===== src/rtl/multicycle_main_fsm.sv =====
// multicycle_main_fsm
//   Main control state machine for the multicycle ARM datapath. Sequences
//   fetch, decode, execute, memory and writeback steps from op/funct and
//   drives the datapath select lines plus alu_op for the ALU decoder.
//   Outputs are decoded from the registered state. The exception is FETCH
//   with MEM_WAIT_EN defined, where ir_write/next_pc also depend on mem_ready.
//
//   Optional feature macro: MEM_WAIT_EN
//     When defined, FETCH, MEMRD and MEMWR hold until mem_ready = 1.
//     When undefined, mem_ready is ignored and every state lasts one cycle.
//
// Ports
//   clk        in   system clock, rising edge
//   reset      in   asynchronous, active-high reset
//   op         in   [1:0] instr[27:26]
//   funct      in   [5:0] instr[25:20]; [5] = I, [0] = S/L
//   mem_ready  in   memory access complete (MEM_WAIT_EN only)
//   ir_write   out  instruction register load enable
//   next_pc    out  PC update request
//   reg_w      out  register file write request (ungated by condition)
//   mem_w      out  data memory write request (ungated by condition)
//   branch     out  branch request (ungated by condition)
//   adr_src    out  memory address select: 0 = PC, 1 = ALU result
//   alu_src_a  out  [1:0] 00 = register A, 01 = PC
//   alu_src_b  out  [1:0] 00 = register B, 01 = ext. immediate, 10 = 4
//   result_src out  [1:0] 00 = ALU out reg, 01 = read data, 10 = ALU result
//   alu_op     out  1 = decode cmd, 0 = force ADD
//   state_o    out  [3:0] current state code

module multicycle_main_fsm (
    input  logic       clk,
    input  logic       reset,
    input  logic [1:0] op,
    input  logic [5:0] funct,
    input  logic       mem_ready,
    output logic       ir_write,
    output logic       next_pc,
    output logic       reg_w,
    output logic       mem_w,
    output logic       branch,
    output logic       adr_src,
    output logic [1:0] alu_src_a,
    output logic [1:0] alu_src_b,
    output logic [1:0] result_src,
    output logic       alu_op,
    output logic [3:0] state_o
);

    typedef enum logic [3:0] {
        FETCH    = 4'd0,
        DECODE   = 4'd1,
        MEMADR   = 4'd2,
        MEMRD    = 4'd3,
        MEMWB    = 4'd4,
        MEMWR    = 4'd5,
        EXECUTER = 4'd6,
        EXECUTEI = 4'd7,
        ALUWB    = 4'd8,
        BRANCH   = 4'd9,
        UNKNOWN  = 4'd10
    } state_t;

    state_t state;
    state_t state_next;

    // Memory handshake: constant 1 when waiting is compiled out.
    logic mem_go;
`ifdef MEM_WAIT_EN
    assign mem_go = mem_ready;
`else
    logic unused_mem_ready;
    assign unused_mem_ready = mem_ready;
    assign mem_go           = 1'b1;
`endif

    always_ff @(posedge clk or posedge reset) begin
        if (reset) begin
            state <= FETCH;
        end else begin
            state <= state_next;
        end
    end

    always_comb begin
        state_next = state;
        case (state)
            FETCH:    if (mem_go) state_next = DECODE;
            DECODE: begin
                case (op)
                    2'b00:   state_next = funct[5] ? EXECUTEI : EXECUTER;
                    2'b01:   state_next = MEMADR;
                    2'b10:   state_next = BRANCH;
                    default: state_next = UNKNOWN;
                endcase
            end
            MEMADR:   state_next = funct[0] ? MEMRD : MEMWR;
            MEMRD:    if (mem_go) state_next = MEMWB;
            MEMWB:    state_next = FETCH;
            MEMWR:    if (mem_go) state_next = FETCH;
            EXECUTER: state_next = ALUWB;
            EXECUTEI: state_next = ALUWB;
            ALUWB:    state_next = FETCH;
            BRANCH:   state_next = FETCH;
            UNKNOWN:  state_next = FETCH;
            default:  state_next = FETCH;  // codes 11..15 recover to FETCH
        endcase
    end

    always_comb begin
        ir_write   = 1'b0;
        next_pc    = 1'b0;
        reg_w      = 1'b0;
        mem_w      = 1'b0;
        branch     = 1'b0;
        adr_src    = 1'b0;
        alu_src_a  = 2'b00;
        alu_src_b  = 2'b00;
        result_src = 2'b00;
        alu_op     = 1'b0;
        case (state)
            FETCH: begin
                // With waiting enabled the fetch strobes fire only on the
                // cycle the instruction word is actually available.
                ir_write   = mem_go;
                next_pc    = mem_go;
                alu_src_a  = 2'b01;
                alu_src_b  = 2'b10;
                result_src = 2'b10;
            end
            DECODE: begin
                alu_src_a  = 2'b01;
                alu_src_b  = 2'b10;
                result_src = 2'b10;
            end
            MEMADR: begin
                alu_src_b  = 2'b01;
            end
            MEMRD: begin
                adr_src    = 1'b1;
            end
            MEMWB: begin
                reg_w      = 1'b1;
                result_src = 2'b01;
            end
            MEMWR: begin
                adr_src    = 1'b1;
                mem_w      = 1'b1;
            end
            EXECUTER: begin
                alu_op     = 1'b1;
            end
            EXECUTEI: begin
                alu_src_b  = 2'b01;
                alu_op     = 1'b1;
            end
            ALUWB: begin
                reg_w      = 1'b1;
            end
            BRANCH: begin
                branch     = 1'b1;
                alu_src_b  = 2'b01;
                result_src = 2'b10;
            end
            default: ;
        endcase
        // Strobes are suppressed while reset is held; selects keep FETCH values.
        if (reset) begin
            ir_write = 1'b0;
            next_pc  = 1'b0;
            reg_w    = 1'b0;
            mem_w    = 1'b0;
            branch   = 1'b0;
        end
    end

    assign state_o = state;

endmodule


===== config.mk =====
export PLATFORM = sky130hd
export DESIGN_NAME = multicycle_main_fsm
export DESIGN_NICKNAME = d
export VERILOG_FILES = /design/src/rtl/multicycle_main_fsm.sv
export SDC_FILE = /design/constraint.sdc
export NUM_CORES = 1
export LEC_CHECK = 0
export CAP_MARGIN = 20
export CORE_AREA = 2 2 39 41
export DETAILED_ROUTE_END_ITERATION = 12
export DIE_AREA = 0 0 41 43
export PLACE_DENSITY_LB_ADDON = 0.08
export SETUP_SLACK_MARGIN = 0.4
export SLEW_MARGIN = 20
export SYNTH_ARGS = -nofsm -noshare
export SYNTH_HDL_FRONTEND = slang
export SYNTH_SLANG_ARGS = --single-unit

===== constraint.sdc =====
create_clock -name clk -period 3.4 [get_ports clk]
set_input_delay 0.68 -clock clk [delete_from_list [all_inputs] [get_ports clk]]
set_output_delay 0.68 -clock clk [all_outputs]
set_load 0.03 [all_outputs]

; ---- Yosys cells after proc, flatten, opt, wreduce, memory -nomap -nowiden
; Index checks and enable logic that the tools add are counted.
[word_totals]
register_bits = 4
output_inout_bits = 17
wordCells = 37
[op_classes]
n_eq_ne = 11
n_mux = 17
reduce_logical = 8
[op_table]
columns = cell, n
row1 = $pmux 4 s5, 1
row2 = $eq 4x3->1 const B, 4
row3 = $mux 1, 12
row4 = $pmux 4 s3, 1
row5 = $eq 4x2->1 const B, 2
row6 = $eq 4x4->1 const B, 2
row7 = $pmux 2 s2, 2
row8 = $reduce_or 2->1, 4
row9 = $reduce_or 3->1, 2
row10 = $eq 4x1->1 const B, 1
row11 = $logic_not 4->1, 1
row12 = $mux 3, 1
row13 = $eq 2x1->1 const B, 1
row14 = $eq 2x2->1 const B, 1
row15 = $logic_not 2->1, 1

; ---- Longest topological paths before layout
[logic_depth]
ltp_word = 4
mapped_depth = 5

; ---- Worst setup path after synthesis
; No wires, ideal clock.
[synth_path]
path_kind = register to output
from = reg state[2], in the netlist state_o[2]
to = out next_pc
arrival_ps = 1871
slack_ps = 849
stages_incl_launch_ff = 6
path_buffers = 3
path_cell_list = dfrtp_1 -> buf_6 -> or2_1 -> buf_6 -> nor4_2 -> buf_4
[synth_via]
elab_chain_cells = 3
[synth_lines]
columns = item, line_no
row1 = from (decl), 63  ; state_t state;
row2 = from (signal assigned), 80  ; state <= state_next;
row3 = $logic_not 4->1, -
row4 = $mux 1 (2 in series), -
row5 = to (decl), 37  ; output logic next_pc,
; Every way passes these cells.

; ---- Worst setup path after layout
[layout_path]
from = in reset
to = out mem_w
[layout_via]
elab_chain_cells = 1
[layout_lines]
columns = item, line_no
row1 = from (decl), 32  ; input logic reset,
row2 = $mux 1, 167  ; if (reset) begin
row3 = to (decl), 39  ; output logic mem_w,
; Every way passes these cells.

==> impl_metrics.yaml <==
power_and_ir_drop:
  power_mw: 0.633
  power.leakage_nw: 0.238
  p_per_area_mw_per_mm2: 1120
  peakVddDrop_mv: 0.428
timing:
  hold_violations: 0
  finalSetupTns_ns: 0
  finalSetupViolCount: 0
  worstMarginPinSlew_ns: 0.537
  post-route-period-util_pct: 83.5
  max_freq_mhz: 352
  clock_skew_ns: 0.00168
  slew_headroom_pct: 64.2
  min_period_ns: 2.84
  slew_violations: 0
  rsz0062_at_grt: "no"
  setup_slack_ns: 0.562
placed_design:
  gp_congestion: 0.638
  pre_cts_ws_ns: 0.566
  dp_hpwl_um: 659
  port_buffers: 21
  dp_cells: 77
global_route:
  grt_first_pass_wirelength_um: 1370
  grt_antenna_before_repair: 0
  grt_max_degree: 18
  grtUsageTotal_pct: 11.3
  overflow: 0
  grt_pass1_vias: 317
clock_network:
  cts_hold_buf: 0
  cts_resized: 0
  clk_path_buf_depth: 2
  cts_tree: "done"
  post-cts-setup-buffer-count: 0
  cts_buffers: 3
  htree_levels: 1
  insertion_delay_ns: 0.23
  root_buffer: "clkbuf_4"
  clock-sinks: 4
  path_clk_slew_ns: 0.04
critical_path:
  cp_cell_sequence: "clkdlybuf4s50_1 -> nor2_1 -> and4b_1 -> clkdlybuf4s50_1"
  critPathTopFamily: "buffers and inverters"
  setup.worst_path.start: "reset"
  cp_num_buf_inv: 2
  startpoint_type: "input pin"
  crit_fanout: 3
  slowest_delay_ns: 0.66
  endpoint_kind: "output pin"
  cp_common_cell: "clkdlybuf4s50_1"
  reg2reg_from: "state_o[0]"
  worstPathRequired_ns: 2.72
  crit_type: "in2out"
  cp.arrival_ns: 2.16
  crit_path_top_delay_cell: "clkdlybuf4s50_1"
route:
  vias: 381
  avgRoutedWirePerCell_um: 11.2
  wl_um: 896
  drt-pass1-iter-count: 2
  ant_nets: 0
  initialDrtViolationCount: 1
  vias_per_cell: 4.76
  drt_drc_violations_left: 0
synth:
  syn_area_per_cell_um2: 7.88
  postSynthCellCount: 47
  yosysSeqAreaShare_pct: 27.0
  yosysUniqueCellTypes: 27
  synth_ff_type: "dfrtp_1"
  synth_edf_count: 0
  yosys_register_bits: 4
  async_reset_ff_share_pct: 100
  syn_area_um2: 370
  yosys_warnings: 0
  syn-num-nets: 58
floorplan:
  num_rows: 14
  fp.dieW_um: 41
  initial_core_util_pct: 26.8
  die-area_mm2: 0.00176
  core-area_mm2: 0.00138
  io_pins: 28
  die_h_um: 43
layout:
  num-nets-final: 77
  fin_util_pct: 40.9
  syn_to_final_growth_pct: 52.7
  drive_gt1_share_pct: 7.81
  largest_reg_flops: 4
  final_cell_count_no_fill: 80
  diodes: 0
hold_path:
  hp-class: "reg2reg"
  hp-start: "state_o[3]"
run_status:
  outcome: "finished, final reports clean"
run:
  cap_viol_max_count: 0
layout by cell type, fill, tap and decap left out:
master / instances
conb_1: 1
nor3_1: 1
nor4_2: 1
a211oi_1: 1
nor2b_1: 1
nor4b_1: 1
nand2_1: 1
o21ai_0: 2
inv_1: 3
a21oi_1: 4
a22o_1: 1
o22ai_1: 1
or2_1: 1
a211o_1: 1
dfrtp_1: 4
and4b_1: 1
nand3b_1: 1
xnor2_1: 1
clkbuf_4: 3
nor2_1: 6
xor2_1: 1
nor2_2: 1
nand2b_1: 2
clkdlybuf4s50_1: 21
and3_1: 2
nand3_1: 1
worst reg2reg max path, stage by stage (launching register included):
cell	delay, ns
dfrtp_1	0.53
inv_1	0.16
a211o_1	0.29
a21oi_1	0.14
power by group:
part	switching (mW)	total, mW	internal [mW]	leakage (nW)
Combinational	0.250	0.442	0.193	0.173
Clock	0.0197	0.0592	0.0395	0.0138
Sequential	0.0645	0.132	0.0673	0.0514
cells in the mapped netlist, drive strengths merged, types with 2 or more instances:
cell	number	area, µm²
nor2	7	28.8
nand2b	2	12.5
inv	3	11.3
a21oi	4	20.0
buf	7	57.6
and3	2	12.5
dfrtp	4	100
o21ai	2	10.0
routing by layer:
layer  up-vias  GRT usage [%]  wire, µm
met5         -              0         0
met3         0           4.71        59
met1       176           14.4       401
li1        192              -         -
met2        13           16.6       435
met4         0           4.00         0
through the flow:
step           instance area [µm²]  hold WS, ns
3_3_place_gp                   543        0.650
5_1_grt                        566        0.692
3_5_place_dp                   543        0.648
2_1_floorplan                  370        0.446
4_1_cts                        566        0.654
6_report                       566        0.645
area by class of cell:
class	instances	area, µm²
fill	166	818
clock buffer	3	22.5
tap	16	20.0
sequential	4	100
multi-input combinational	33	201
timing repair buffer	21	210
inverter	3	11.3
path summary, 6_finish.rpt:
| check | to | slack [ns] | cells past startpoint |
|---|---|---|---|
| worst max-delay path | mem_w | 0.56 | 4 |
| worst min-delay path | state_o[3] | 0.65 | 1 |
| worst max register to register | state_o[1] | 2.19 | 3 |
| worst min register to register | state_o[3] | 0.65 | 1 |
| max in group asynchronous | state_o[1] | 2.53 | 2 |
| min in group asynchronous | state_o[2] | 0.72 | 2 |
cells by family (layout without fill, tap and decap cells):
kind of cell	after synthesis	count (layout)	synth area share [%]
flops	4	4	27.0
other cells	1	1	1.01
compound gates	10	10	16.6
simple gates	20	20	32.1
xor+xnor	2	2	4.73
buf+inv	10	27	18.6
No activity file was read; power rests on OpenSTA's default activity.
